### config.mk
export PLATFORM = sky130hd
export DESIGN_NAME = control_bp_flat
export DESIGN_NICKNAME = d
export VERILOG_FILES = /design/src/rtl/control_bp_pkg.sv /design/src/rtl/control_bp_if.sv /design/src/rtl/control_bp_bht_sat_ctr.sv /design/src/rtl/control_bp.sv /design/src/flat_wrapper.sv
export SDC_FILE = /design/constraint.sdc
export NUM_CORES = 1
export LEC_CHECK = 0
export CELL_PAD_IN_SITES_DETAIL_PLACEMENT = 1
export CELL_PAD_IN_SITES_GLOBAL_PLACEMENT = 2
export CORE_MARGIN = 1
export CORE_UTILIZATION = 33
export DETAILED_ROUTE_END_ITERATION = 12
export HOLD_SLACK_MARGIN = 0.05
export PLACE_DENSITY = 0.86
export SETUP_SLACK_MARGIN = 0.3
export SLEW_MARGIN = 20
export SYNTH_ARGS = -nofsm -noshare
export SYNTH_HDL_FRONTEND = slang
export SYNTH_HIERARCHICAL = 1
export SYNTH_SLANG_ARGS = --single-unit
### constraint.sdc
create_clock -name clk -period 5.7 [get_ports clk]
set_input_delay 0.855 -clock clk [delete_from_list [all_inputs] [get_ports clk]]
set_output_delay 0.855 -clock clk [all_outputs]
set_load 0.02 [all_outputs]
### src/rtl/control_bp_pkg.sv
// Shared types and constants for the pipelined control unit with a dynamic branch predictor.
package control_bp_pkg;

    localparam int BHT_ENTRIES_DFLT = 16;
    localparam int CTR_BITS_DFLT    = 2;
    localparam int IDX_W_DFLT       = $clog2(BHT_ENTRIES_DFLT);

    localparam logic [6:0] OP_LOAD   = 7'b0000011;
    localparam logic [6:0] OP_IALU   = 7'b0010011;
    localparam logic [6:0] OP_STORE  = 7'b0100011;
    localparam logic [6:0] OP_RALU   = 7'b0110011;
    localparam logic [6:0] OP_LUI    = 7'b0110111;
    localparam logic [6:0] OP_BRANCH = 7'b1100011;
    localparam logic [6:0] OP_JAL    = 7'b1101111;

    typedef enum logic [3:0] {
        ALU_ADD   = 4'b0000,
        ALU_SUB   = 4'b0001,
        ALU_AND   = 4'b0010,
        ALU_OR    = 4'b0011,
        ALU_XOR   = 4'b0100,
        ALU_SLT   = 4'b0101,
        ALU_SLTU  = 4'b0110,
        ALU_PASSB = 4'b0111
    } alu_func_t;

    typedef enum logic [2:0] {
        IMM_I = 3'b000,
        IMM_S = 3'b001,
        IMM_B = 3'b010,
        IMM_J = 3'b011,
        IMM_U = 3'b100
    } imm_fmt_t;

    typedef enum logic [1:0] {
        PC_SEQ      = 2'b00,
        PC_TARGET   = 2'b01,
        PC_FALLTHRU = 2'b10
    } pcsrc_t;

    typedef enum logic [1:0] {
        EXP_ALU   = 2'b00,
        EXP_LINK  = 2'b01,
        EXP_UPPER = 2'b10,
        EXP_MEM   = 2'b11
    } expath_t;

    typedef struct packed {
        logic      RegWE_E;
        logic      RegWE_W;
        logic      OpBSrc;
        logic      MemWrite;
        expath_t   ExPath;
        alu_func_t ALUFunc;
        logic      branch;
        logic      jump;
    } ctrl_bundle_t;

    localparam ctrl_bundle_t CTRL_BUBBLE = '0;

    // Shifts have no ALU encoding here, so they fall back to ADD.
    function automatic alu_func_t alu_from_funct3(input logic [2:0] funct3, input logic sub);
        case (funct3)
            3'b000:  return sub ? ALU_SUB : ALU_ADD;
            3'b010:  return ALU_SLT;
            3'b011:  return ALU_SLTU;
            3'b100:  return ALU_XOR;
            3'b110:  return ALU_OR;
            3'b111:  return ALU_AND;
            default: return ALU_ADD;
        endcase
    endfunction

endpackage

### src/rtl/control_bp_if.sv
// Control-unit bundle: hazard/datapath side is master, control_bp is slave.
interface control_bp_if #(parameter int XLEN = 32);
    logic            StallD, StallE, StallW;
    logic            FlushD, FlushE, FlushW;
    logic [6:0]      op_F;
    logic [2:0]      funct3_F;
    logic            funct7b5_F;
    logic [XLEN-1:0] pc_F;
    logic            Z, N, C;
    logic            predict_taken_F;
    logic [2:0]      ImmFormatD;
    logic            illegal_D;
    logic            RegWE_E_E, RegWE_W_E, OpBSrcE, branch_E, jump_E;
    logic [1:0]      ExPathE;
    logic [3:0]      ALUFuncE;
    logic [1:0]      PCSrcE;
    logic            mispredict_E;
    logic            RegWE_E_W, RegWE_W_W, MemWriteW;

    modport master (
        output StallD, StallE, StallW, FlushD, FlushE, FlushW,
        output op_F, funct3_F, funct7b5_F, pc_F, Z, N, C,
        input  predict_taken_F, ImmFormatD, illegal_D,
        input  RegWE_E_E, RegWE_W_E, OpBSrcE, branch_E, jump_E, ExPathE, ALUFuncE,
        input  PCSrcE, mispredict_E, RegWE_E_W, RegWE_W_W, MemWriteW
    );

    modport slave (
        input  StallD, StallE, StallW, FlushD, FlushE, FlushW,
        input  op_F, funct3_F, funct7b5_F, pc_F, Z, N, C,
        output predict_taken_F, ImmFormatD, illegal_D,
        output RegWE_E_E, RegWE_W_E, OpBSrcE, branch_E, jump_E, ExPathE, ALUFuncE,
        output PCSrcE, mispredict_E, RegWE_E_W, RegWE_W_W, MemWriteW
    );
endinterface

### src/rtl/control_bp_bht_sat_ctr.sv
// Branch history table of saturating counters: combinational lookup, clocked update.
module bht_sat_ctr #(
    parameter int ENTRIES  = 16,
    parameter int CTR_BITS = 2,
    parameter int IDX_W    = $clog2(ENTRIES)
) (
    input  logic                clk,
    input  logic                reset,
    input  logic [IDX_W-1:0]    rd_idx,
    output logic [CTR_BITS-1:0] rd_ctr,
    input  logic                upd_en,
    input  logic [IDX_W-1:0]    upd_idx,
    input  logic                upd_taken
);
    localparam logic [CTR_BITS-1:0] CTR_INIT = CTR_BITS'((1 << (CTR_BITS - 1)) - 1);
    localparam logic [CTR_BITS-1:0] CTR_MAX  = '1;

    logic [CTR_BITS-1:0] ctr_q [ENTRIES];

    genvar gi;
    generate
        for (gi = 0; gi < ENTRIES; gi++) begin : g_ctr
            logic [CTR_BITS-1:0] ctr_reg, ctr_next;

            always_comb begin
                ctr_next = ctr_reg;
                if (upd_en && upd_idx == IDX_W'(gi)) begin
                    if (upd_taken) begin
                        if (ctr_reg != CTR_MAX) ctr_next = ctr_reg + 1'b1;
                    end else if (ctr_reg != '0) begin
                        ctr_next = ctr_reg - 1'b1;
                    end
                end
            end

            always_ff @(posedge clk) begin
                if (!reset) ctr_reg <= CTR_INIT;
                else        ctr_reg <= ctr_next;
            end

            assign ctr_q[gi] = ctr_reg;
        end
    endgenerate

    // Lookup sees the stored value only; an update landing this edge is not bypassed.
    assign rd_ctr = ctr_q[rd_idx];
endmodule

### src/rtl/control_bp.sv
// Decode/Execute/Writeback control with a PC-indexed dynamic branch predictor.
module control_bp
    import control_bp_pkg::*;
#(
    parameter int BHT_ENTRIES = BHT_ENTRIES_DFLT,
    parameter int CTR_BITS    = CTR_BITS_DFLT,
    parameter int PC_IDX_LSB  = 2,
    parameter int XLEN        = 32
) (
    input logic         clk,
    input logic         reset,
    control_bp_if.slave bus
);
    localparam int IDX_W = $clog2(BHT_ENTRIES);

    logic [XLEN-1:0]     pc_f;
    logic                unused_pc_bits;
    logic [IDX_W-1:0]    idx_f;
    logic [CTR_BITS-1:0] ctr_f;
    logic                predict_f;

    assign pc_f           = bus.pc_F;
    assign unused_pc_bits = ^pc_f;
    assign idx_f          = pc_f[PC_IDX_LSB +: IDX_W];
    assign predict_f      = (bus.op_F == OP_JAL) | ((bus.op_F == OP_BRANCH) & ctr_f[CTR_BITS-1]);
    assign bus.predict_taken_F = predict_f;

    // F -> D
    logic             valid_d_reg, f7b5_d_reg, pred_d_reg;
    logic [6:0]       op_d_reg;
    logic [2:0]       funct3_d_reg;
    logic [IDX_W-1:0] idx_d_reg;

    always_ff @(posedge clk) begin
        if (!reset || bus.FlushD) begin
            valid_d_reg  <= 1'b0;
            op_d_reg     <= '0;
            funct3_d_reg <= '0;
            f7b5_d_reg   <= 1'b0;
            pred_d_reg   <= 1'b0;
            idx_d_reg    <= '0;
        end else if (!bus.StallD) begin
            valid_d_reg  <= 1'b1;
            op_d_reg     <= bus.op_F;
            funct3_d_reg <= bus.funct3_F;
            f7b5_d_reg   <= bus.funct7b5_F;
            pred_d_reg   <= predict_f;
            idx_d_reg    <= idx_f;
        end
    end

    ctrl_bundle_t ctrl_d;
    imm_fmt_t     imm_d;
    logic         legal_d;

    always_comb begin
        ctrl_d  = CTRL_BUBBLE;
        imm_d   = IMM_I;
        legal_d = 1'b1;
        case (op_d_reg)
            OP_IALU: begin
                ctrl_d.RegWE_E = 1'b1;
                ctrl_d.OpBSrc  = 1'b1;
                ctrl_d.ALUFunc = alu_from_funct3(funct3_d_reg, 1'b0);
            end
            OP_RALU: begin
                ctrl_d.RegWE_E = 1'b1;
                ctrl_d.ALUFunc = alu_from_funct3(funct3_d_reg, f7b5_d_reg);
            end
            OP_LOAD: begin
                ctrl_d.RegWE_W = 1'b1;
                ctrl_d.OpBSrc  = 1'b1;
                ctrl_d.ExPath  = EXP_MEM;
            end
            OP_STORE: begin
                ctrl_d.MemWrite = 1'b1;
                ctrl_d.OpBSrc   = 1'b1;
                ctrl_d.ExPath   = EXP_MEM;
                imm_d           = IMM_S;
            end
            OP_BRANCH: begin
                ctrl_d.branch  = 1'b1;
                ctrl_d.ALUFunc = ALU_SUB;
                imm_d          = IMM_B;
            end
            OP_JAL: begin
                ctrl_d.RegWE_E = 1'b1;
                ctrl_d.jump    = 1'b1;
                ctrl_d.ExPath  = EXP_LINK;
                imm_d          = IMM_J;
            end
            OP_LUI: begin
                ctrl_d.RegWE_E = 1'b1;
                ctrl_d.OpBSrc  = 1'b1;
                ctrl_d.ExPath  = EXP_UPPER;
                ctrl_d.ALUFunc = ALU_PASSB;
                imm_d          = IMM_U;
            end
            default: legal_d = 1'b0;
        endcase
    end

    assign bus.ImmFormatD = imm_d;
    assign bus.illegal_D  = valid_d_reg & ~legal_d;

    // D -> E
    ctrl_bundle_t     ctrl_e_reg;
    logic [2:0]       funct3_e_reg;
    logic             pred_e_reg;
    logic [IDX_W-1:0] idx_e_reg;

    always_ff @(posedge clk) begin
        if (!reset || bus.FlushE) begin
            ctrl_e_reg   <= CTRL_BUBBLE;
            funct3_e_reg <= '0;
            pred_e_reg   <= 1'b0;
            idx_e_reg    <= '0;
        end else if (!bus.StallE) begin
            ctrl_e_reg   <= ctrl_d;
            funct3_e_reg <= funct3_d_reg;
            pred_e_reg   <= pred_d_reg;
            idx_e_reg    <= idx_d_reg;
        end
    end

    logic   taken_e, br_legal_e, upd_en;
    pcsrc_t pcsrc_e;

    always_comb begin
        taken_e    = 1'b0;
        br_legal_e = 1'b1;
        case (funct3_e_reg)
            3'b000:  taken_e = bus.Z;
            3'b001:  taken_e = ~bus.Z;
            3'b100:  taken_e = bus.N;
            3'b101:  taken_e = ~bus.N;
            3'b110:  taken_e = bus.C;
            3'b111:  taken_e = ~bus.C;
            default: br_legal_e = 1'b0;
        endcase
        pcsrc_e = PC_SEQ;
        if (ctrl_e_reg.branch) begin
            if (taken_e && !pred_e_reg)      pcsrc_e = PC_TARGET;
            else if (!taken_e && pred_e_reg) pcsrc_e = PC_FALLTHRU;
        end
    end

    // A stalled branch resolves again next cycle, so it must not train the table twice.
    assign upd_en = ctrl_e_reg.branch & ~bus.StallE & br_legal_e;

    bht_sat_ctr #(
        .ENTRIES  (BHT_ENTRIES),
        .CTR_BITS (CTR_BITS),
        .IDX_W    (IDX_W)
    ) u_bht (
        .clk       (clk),
        .reset     (reset),
        .rd_idx    (idx_f),
        .rd_ctr    (ctr_f),
        .upd_en    (upd_en),
        .upd_idx   (idx_e_reg),
        .upd_taken (taken_e)
    );

    assign bus.RegWE_E_E    = ctrl_e_reg.RegWE_E;
    assign bus.RegWE_W_E    = ctrl_e_reg.RegWE_W;
    assign bus.OpBSrcE      = ctrl_e_reg.OpBSrc;
    assign bus.branch_E     = ctrl_e_reg.branch;
    assign bus.jump_E       = ctrl_e_reg.jump;
    assign bus.ExPathE      = ctrl_e_reg.ExPath;
    assign bus.ALUFuncE     = ctrl_e_reg.ALUFunc;
    assign bus.PCSrcE       = pcsrc_e;
    assign bus.mispredict_E = (pcsrc_e != PC_SEQ);

    // E -> W
    logic rwe_e_w_reg, rwe_w_w_reg, mem_write_w_reg;

    always_ff @(posedge clk) begin
        if (!reset || bus.FlushW) begin
            rwe_e_w_reg     <= 1'b0;
            rwe_w_w_reg     <= 1'b0;
            mem_write_w_reg <= 1'b0;
        end else if (!bus.StallW) begin
            rwe_e_w_reg     <= ctrl_e_reg.RegWE_E;
            rwe_w_w_reg     <= ctrl_e_reg.RegWE_W;
            mem_write_w_reg <= ctrl_e_reg.MemWrite;
        end
    end

    assign bus.RegWE_E_W = rwe_e_w_reg;
    assign bus.RegWE_W_W = rwe_w_w_reg;
    assign bus.MemWriteW = mem_write_w_reg;
endmodule

### src/flat_wrapper.sv
// flat-port wrapper written by rule: the top's interface ports become plain ports
module control_bp_flat import control_bp_pkg::*;
#(
    parameter int BHT_ENTRIES = BHT_ENTRIES_DFLT,
    parameter int CTR_BITS    = CTR_BITS_DFLT,
    parameter int PC_IDX_LSB  = 2,
    parameter int XLEN        = 32
)
  (clk, reset, bus_StallD, bus_StallE, bus_StallW, bus_FlushD, bus_FlushE, bus_FlushW, bus_op_F, bus_funct3_F, bus_funct7b5_F, bus_pc_F, bus_Z, bus_N, bus_C, bus_predict_taken_F, bus_ImmFormatD, bus_illegal_D, bus_RegWE_E_E, bus_RegWE_W_E, bus_OpBSrcE, bus_branch_E, bus_jump_E, bus_ExPathE, bus_ALUFuncE, bus_PCSrcE, bus_mispredict_E, bus_RegWE_E_W, bus_RegWE_W_W, bus_MemWriteW);
  control_bp_if #(.XLEN(XLEN)) bus_i ();
  input logic clk;
  input logic reset;
  input wire logic [$bits(bus_i.StallD)-1:0] bus_StallD;
  input wire logic [$bits(bus_i.StallE)-1:0] bus_StallE;
  input wire logic [$bits(bus_i.StallW)-1:0] bus_StallW;
  input wire logic [$bits(bus_i.FlushD)-1:0] bus_FlushD;
  input wire logic [$bits(bus_i.FlushE)-1:0] bus_FlushE;
  input wire logic [$bits(bus_i.FlushW)-1:0] bus_FlushW;
  input wire logic [$bits(bus_i.op_F)-1:0] bus_op_F;
  input wire logic [$bits(bus_i.funct3_F)-1:0] bus_funct3_F;
  input wire logic [$bits(bus_i.funct7b5_F)-1:0] bus_funct7b5_F;
  input wire logic [$bits(bus_i.pc_F)-1:0] bus_pc_F;
  input wire logic [$bits(bus_i.Z)-1:0] bus_Z;
  input wire logic [$bits(bus_i.N)-1:0] bus_N;
  input wire logic [$bits(bus_i.C)-1:0] bus_C;
  output wire logic [$bits(bus_i.predict_taken_F)-1:0] bus_predict_taken_F;
  output wire logic [$bits(bus_i.ImmFormatD)-1:0] bus_ImmFormatD;
  output wire logic [$bits(bus_i.illegal_D)-1:0] bus_illegal_D;
  output wire logic [$bits(bus_i.RegWE_E_E)-1:0] bus_RegWE_E_E;
  output wire logic [$bits(bus_i.RegWE_W_E)-1:0] bus_RegWE_W_E;
  output wire logic [$bits(bus_i.OpBSrcE)-1:0] bus_OpBSrcE;
  output wire logic [$bits(bus_i.branch_E)-1:0] bus_branch_E;
  output wire logic [$bits(bus_i.jump_E)-1:0] bus_jump_E;
  output wire logic [$bits(bus_i.ExPathE)-1:0] bus_ExPathE;
  output wire logic [$bits(bus_i.ALUFuncE)-1:0] bus_ALUFuncE;
  output wire logic [$bits(bus_i.PCSrcE)-1:0] bus_PCSrcE;
  output wire logic [$bits(bus_i.mispredict_E)-1:0] bus_mispredict_E;
  output wire logic [$bits(bus_i.RegWE_E_W)-1:0] bus_RegWE_E_W;
  output wire logic [$bits(bus_i.RegWE_W_W)-1:0] bus_RegWE_W_W;
  output wire logic [$bits(bus_i.MemWriteW)-1:0] bus_MemWriteW;
  assign bus_i.StallD = bus_StallD;
  assign bus_i.StallE = bus_StallE;
  assign bus_i.StallW = bus_StallW;
  assign bus_i.FlushD = bus_FlushD;
  assign bus_i.FlushE = bus_FlushE;
  assign bus_i.FlushW = bus_FlushW;
  assign bus_i.op_F = bus_op_F;
  assign bus_i.funct3_F = bus_funct3_F;
  assign bus_i.funct7b5_F = bus_funct7b5_F;
  assign bus_i.pc_F = bus_pc_F;
  assign bus_i.Z = bus_Z;
  assign bus_i.N = bus_N;
  assign bus_i.C = bus_C;
  assign bus_predict_taken_F = bus_i.predict_taken_F;
  assign bus_ImmFormatD = bus_i.ImmFormatD;
  assign bus_illegal_D = bus_i.illegal_D;
  assign bus_RegWE_E_E = bus_i.RegWE_E_E;
  assign bus_RegWE_W_E = bus_i.RegWE_W_E;
  assign bus_OpBSrcE = bus_i.OpBSrcE;
  assign bus_branch_E = bus_i.branch_E;
  assign bus_jump_E = bus_i.jump_E;
  assign bus_ExPathE = bus_i.ExPathE;
  assign bus_ALUFuncE = bus_i.ALUFuncE;
  assign bus_PCSrcE = bus_i.PCSrcE;
  assign bus_mispredict_E = bus_i.mispredict_E;
  assign bus_RegWE_E_W = bus_i.RegWE_E_W;
  assign bus_RegWE_W_W = bus_i.RegWE_W_W;
  assign bus_MemWriteW = bus_i.MemWriteW;
  control_bp #(.BHT_ENTRIES(BHT_ENTRIES), .CTR_BITS(CTR_BITS), .PC_IDX_LSB(PC_IDX_LSB), .XLEN(XLEN)) u_core (.clk(clk), .reset(reset), .bus(bus_i));
endmodule
==> results of run 1 <==
==> stage by stage <==
step | power [mW] | setup WS, ns | cell area, um2 | instances | hold slack (ns)
2_1_floorplan | 0.571 | 2.47 | 3640 | 423 | 0.436
3_3_place_gp | 0.600 | 1.24 | 4110 | 573 | 0.448
3_5_place_dp | 0.602 | 1.22 | 4110 | 573 | 0.455
4_1_cts | 1.09 | 1.22 | 4340 | 589 | 0.467
5_1_grt | 1.12 | 1.08 | 4340 | 589 | 0.524
6_report | 1.08 | 1.25 | 4340 | 589 | 0.466
==> layer usage <==
| metal | GRT usage, % | share of wire (%) | vias to the layer above |
|---|---|---|---|
| met5 | 0 | 0 | - |
| met4 | 6.26 | 1.7 | 0 |
| met3 | 4.32 | 3.9 | 15 |
| met2 | 31.1 | 49 | 50 |
| met1 | 22.0 | 45 | 1529 |
| li1 | - | - | 1559 |
==> path summary, 6_finish.rpt <==
kind | to | slack [ns] | depth (start not counted)
setup reg to reg | u_core/u_bht/g_ctr[13].ctr_reg[0]$_SDFFE_PN1P_ | 3.32 | 6
hold / removal | u_core/valid_d_reg$_SDFFE_PP0N_ | 0.47 | 2
hold reg to reg | u_core/valid_d_reg$_SDFFE_PP0N_ | 0.47 | 2
setup / recovery | bus_predict_taken_F | 1.25 | 8
==> layout make-up <==
| class | count | area [um2] |
|---|---|---|
| Fill cell | 1232 | 6170 |
| Multi-Input combinational cell | 298 | 1960 |
| Sequential cell | 71 | 1420 |
| Timing Repair Buffer | 48 | 470 |
| Tap cell | 136 | 170 |
| Clock buffer | 10 | 128 |
| Clock inverter | 6 | 109 |
| Inverter | 20 | 75.1 |
==> cells in the final DEF, fill, tap and decap left out, types with 2 or more instances in the layout <==
cell type,count
a311oi_1,3
o21ai_1,4
nand2_1,30
a211oi_1,16
and3_1,3
nor3b_2,2
o211ai_1,3
bufinv_16,3
clkdlybuf4s50_1,45
or2_0,2
o21bai_1,2
nor2b_1,10
or3_1,2
nand2b_1,11
buf_4,2
mux4_2,4
nand4_1,6
dfxtp_1,71
or2_1,2
and3b_1,2
nand3_1,9
nor2_1,42
o21ai_0,24
o31ai_1,9
mux2i_1,37
a21oi_1,14
a22oi_1,3
clkbuf_8,9
xnor2_1,2
nor3_1,19
nand3b_1,4
a2111oi_0,3
inv_1,20
or3b_4,2
a31oi_1,12
clkinv_2,2
==> report_power, final <==
part           internal [mW]  leakage (nW)  switching (mW)
Combinational         0.0379          1.02          0.0437
Clock                  0.290         0.120           0.197
Sequential             0.501         0.575         0.00680
Total                  0.829          1.72           0.247
==> worst max-delay path, stage by stage <==
cell and delay, ns:
clkdlybuf4s50_1 0.56, mux4_2 0.41, nor2b_1 0.14, a211oi_1 0.06
a21oi_1 0.17, or3b_4 0.41, a2111oi_4 0.31, clkdlybuf4s50_1 0.66
==> run_results.csv, run 1 <==
group,metric,value,unit
floorplanning,die_y,107,um
worst_setup_path,path_max_fanout,5,
sta,period_share,78.0,%
floorplanning,fp.dieW,107,um
route,drtIter0Drc,139,
logic_synthesis,syn_area_per_cell,8.61,um2
sta,finalSetupViolCount,0,
global_routing,grt_overflow,0,
global_routing,grt_start_max_net_pins,62,
worst_setup_path,cp-end-kind,"output port",
sta,skew,0.0150,ns
clock_tree,cts-hold-fix-buffers,0,
clock_tree,clk_latency,0.36,ns
layout,largest_reg_flops,32,
global_routing,grtUsageTotal,18.1,%
route,drtAntennaViolNets,0,
layout,drive_gt1_share,7.28,%
power,p_leak,1.72,nW
power,power_density,248,nW/um2
min_path,worstHoldStart,"u_core/valid_d_reg$_SDFFE_PP0N_",
floorplanning,rows,37,
clock_tree,post-cts-setup-buffer-count,0,
sta,post-route-min-period,4.45,ns
sta,hold_violations,0,
clock_tree,cts_htree_levels,3,
layout,nets,502,
worst_setup_path,cp_data_arrival_time,3.59,ns
logic_synthesis,syn_area,3640,um2
layout,n_antenna_cell,0,
sta,max_freq,0.225,GHz
clock_tree,cts_resized,0,
sta,slew_violations,0,
sta,rsz0062_at_grt,"false",
route,routed-via-count,3153,
job,maxCapViolations,0,
clock_tree,root_buffer,"clkbuf_8",
place,routabilityCongestion,0.716,
clock_tree,numCtsBuffers,9,
layout,area_growth,19.1,%
min_path,holdCritPathClass,"flip-flop to flip-flop",
clock_tree,cts_tree,"done",
worst_setup_path,cp.required,4.85,ns
floorplanning,io_pins,76,
logic_synthesis,syn_inst,423,
worst_setup_path,critPathLaunchType,"input pin",
layout,finish.utilization,41.3,%
floorplanning,dieArea,11500,um2
place,port_buffers,46,
global_routing,antenna_found_initial,0,
worst_setup_path,critPathKind,"input pin to output port",
worst_setup_path,worstSetupStartpoint,"bus_pc_F[2]",
clock_tree,path_clk_slew,0.07,ns
sta,finalSetupTns,0,ns
power,peakVddDrop,0.000111,V
clock_tree,cts.path.max_buffers,2,
global_routing,grt_pass1_vias,3193,
worst_setup_path,rr_startpoint,"u_core/funct3_e_reg[1]$_SDFFE_PP0N_",
logic_synthesis,synth_fp_nets,477,
route,firstDrtPassIters,4,
route,wl,9.39,mm
place,dp_hpwl,6.63,mm
logic_synthesis,ys_warn_count,6,
global_routing,grt_pass1_wl,16.1,mm
route,drc_errors,0,
outcome,status,"completed",
route,wl_per_cell,15.9,um
floorplanning,start_util,34.7,%
route,viasPerCell,5.35,
sta,slew_headroom,33.7,%
clock_tree,clock_sinks,71,
floorplanning,core,10500,um2
sta,worst_pin_slew,0.991,ns
No activity file was read; power rests on OpenSTA's default activity.
==> run 2, diff against run 1 <==
- CORE_UTILIZATION: 33 -> 31
- PLACE_DENSITY: 0.86 -> 0.81
- clock period: 5.7 -> 4.3 ns (I/O delays scaled with it)
==> run_results.csv, run 2 (same netlist as run 1, synthesis figures left out) <==
group,metric,value,unit
worst_setup_path,crit_path_end,"bus_predict_taken_F",
layout,area_growth,21.7,%
sta,skew,0.00654,ns
sta,period_share,86.9,%
route,routed-via-count,3168,
clock_tree,cts-hold-fix-buffers,0,
worst_setup_path,rr_startpoint,"u_core/funct3_e_reg[1]$_SDFFE_PP0N_",
worst_setup_path,cp.required,3.65,ns
worst_setup_path,worstSetupStartpoint,"bus_pc_F[2]",
global_routing,antenna_found_initial,0,
floorplanning,start_util,31.9,%
clock_tree,cts_resized,1,
worst_setup_path,cp_data_arrival_time,3.09,ns
min_path,holdCritPathClass,"flip-flop to flip-flop",
clock_tree,clock_sinks,71,
sta,slew_violations,0,
floorplanning,rows,39,
power,power_density,348,nW/um2
floorplanning,die_y,110,um
global_routing,grtUsageTotal,17.8,%
power,peakVddDrop,0.000196,V
route,firstDrtPassIters,4,
route,viasPerCell,5.30,
power,p_leak,1.76,nW
worst_setup_path,critPathKind,"input pin to output port",
layout,layout_common_cells,"dfxtp_1, clkdlybuf4s50_1, nor2_1",
global_routing,grt_overflow,0,
route,drtIter0Drc,100,
layout,largest_reg_flops,32,
worst_setup_path,r2r_end,"u_core/u_bht/g_ctr[9].ctr_reg[0]$_SDFFE_PN1P_",
worst_setup_path,critPathLaunchType,"input pin",
sta,slew_headroom,30.0,%
global_routing,grt_pass1_vias,3228,
clock_tree,cts_htree_levels,3,
route,wl_per_cell,16.5,um
route,drtAntennaViolNets,0,
clock_tree,numCtsBuffers,9,
clock_tree,root_buffer,"clkbuf_16",
min_path,worstHoldStart,"u_core/valid_d_reg$_SDFFE_PP0N_",
place,port_buffers,46,
floorplanning,io_pins,76,
layout,n_antenna_cell,0,
sta,post-route-min-period,3.74,ns
place,routabilityCongestion,0.738,
layout,drive_gt1_share,7.47,%
route,drc_errors,0,
worst_setup_path,r2r_cells,8,
place,dp_hpwl,7.01,mm
sta,hold_violations,0,
clock_tree,clk_latency,0.34,ns
clock_tree,cts_tree,"done",
layout,mostFrequentLayoutCell,"dfxtp_1",
layout,nets,505,
clock_tree,post-cts-setup-buffer-count,0,
clock_tree,path_clk_slew,0.06,ns
sta,rsz0062_at_grt,"false",
layout,seqCellArea,1420,um2
outcome,status,"completed",
worst_setup_path,reg2reg_slack,2.07,ns
clock_tree,cts.path.max_buffers,2,
route,wl,9.84,mm
sta,finalSetupViolCount,0,
global_routing,grt_start_max_net_pins,34,
floorplanning,core,11400,um2
job,maxCapViolations,0,
floorplanning,dieArea,12200,um2
worst_setup_path,path_max_fanout,5,
layout,fillers,1367,
global_routing,grt_pass1_wl,16.2,mm
layout,finish.utilization,38.8,%
sta,finalSetupTns,0,ns
sta,max_freq,0.268,GHz
floorplanning,fp.dieW,110,um
sta,worst_pin_slew,1.05,ns
worst_setup_path,cp-end-kind,"output port",
layout,multi_input_area,1960,um2
-- run 2: cell types whose count changed in the layout (fill, tap and decap cells not counted), sizes merged --
cell         before  now
buf               3    5
bufinv            3    1
clkbuf           10   12
clkinv            3    1
clkinvlp          0    1
dlygate4sd2       0    1
-- run 2: area by class of cell --
class                   instances  area share [%]
multi-input cells             298            44.3
flip-flops and latches         71            32.1
repair buffers                 51            11.2
clock buffers                  12            5.78
well taps                     143            4.04
inverters                      20            1.69
clock inverters                 3           0.959
-- run 2: per-stage QoR --
stage               area [um2]  worst slack, ns  cells  hold WS, ns  total power [mW]
finish                    4430            0.563    598        0.475              1.54
global route              4430            0.424    598        0.511              1.61
CTS                       4430            0.519    598        0.475              1.57
detailed placement        4140            0.262    583        0.465             0.802
global placement          4140            0.261    583        0.457             0.800
floorplan                 3640             1.49    423        0.436             0.758
-- run 2: how the worst min path moves through the flow --
stage | to | slack, ns | cells after the start
floorplan | u_core/valid_d_reg$_SDFFE_PP0N_ | 0.44 | 2
global placement | u_core/valid_d_reg$_SDFFE_PP0N_ | 0.46 | 2
detailed placement | u_core/valid_d_reg$_SDFFE_PP0N_ | 0.47 | 2
CTS | u_core/valid_d_reg$_SDFFE_PP0N_ | 0.48 | 2
global route | u_core/ctrl_e_reg[8]$_SDFFE_PP0N_ | 0.51 | 2
finish | u_core/valid_d_reg$_SDFFE_PP0N_ | 0.47 | 2
-- run 2: routing by layer --
metal	up-vias	track usage (%)	part of all wire [%]
li1	1562	-	-
met1	1535	21.1	46
met2	57	29.9	48
met3	14	5.58	4.3
met4	0	6.58	1.9
met5	-	0	0
-- run 2: report_power, final --
part	total (mW)	switching [mW]	internal [mW]	leakage (nW)
combinational	0.111	0.0588	0.0520	1.04
clock	0.756	0.279	0.476	0.145
sequential	0.675	0.00949	0.666	0.575
-- run 2: worst max-delay path: stages --
cell and delay, ns:
clkdlybuf4s50_1 0.56, mux4_2 0.39, nor2b_1 0.15, a211oi_1 0.07
a21oi_1 0.17, or3b_4 0.41, a2111oi_4 0.31, dlygate4sd2_1 0.38
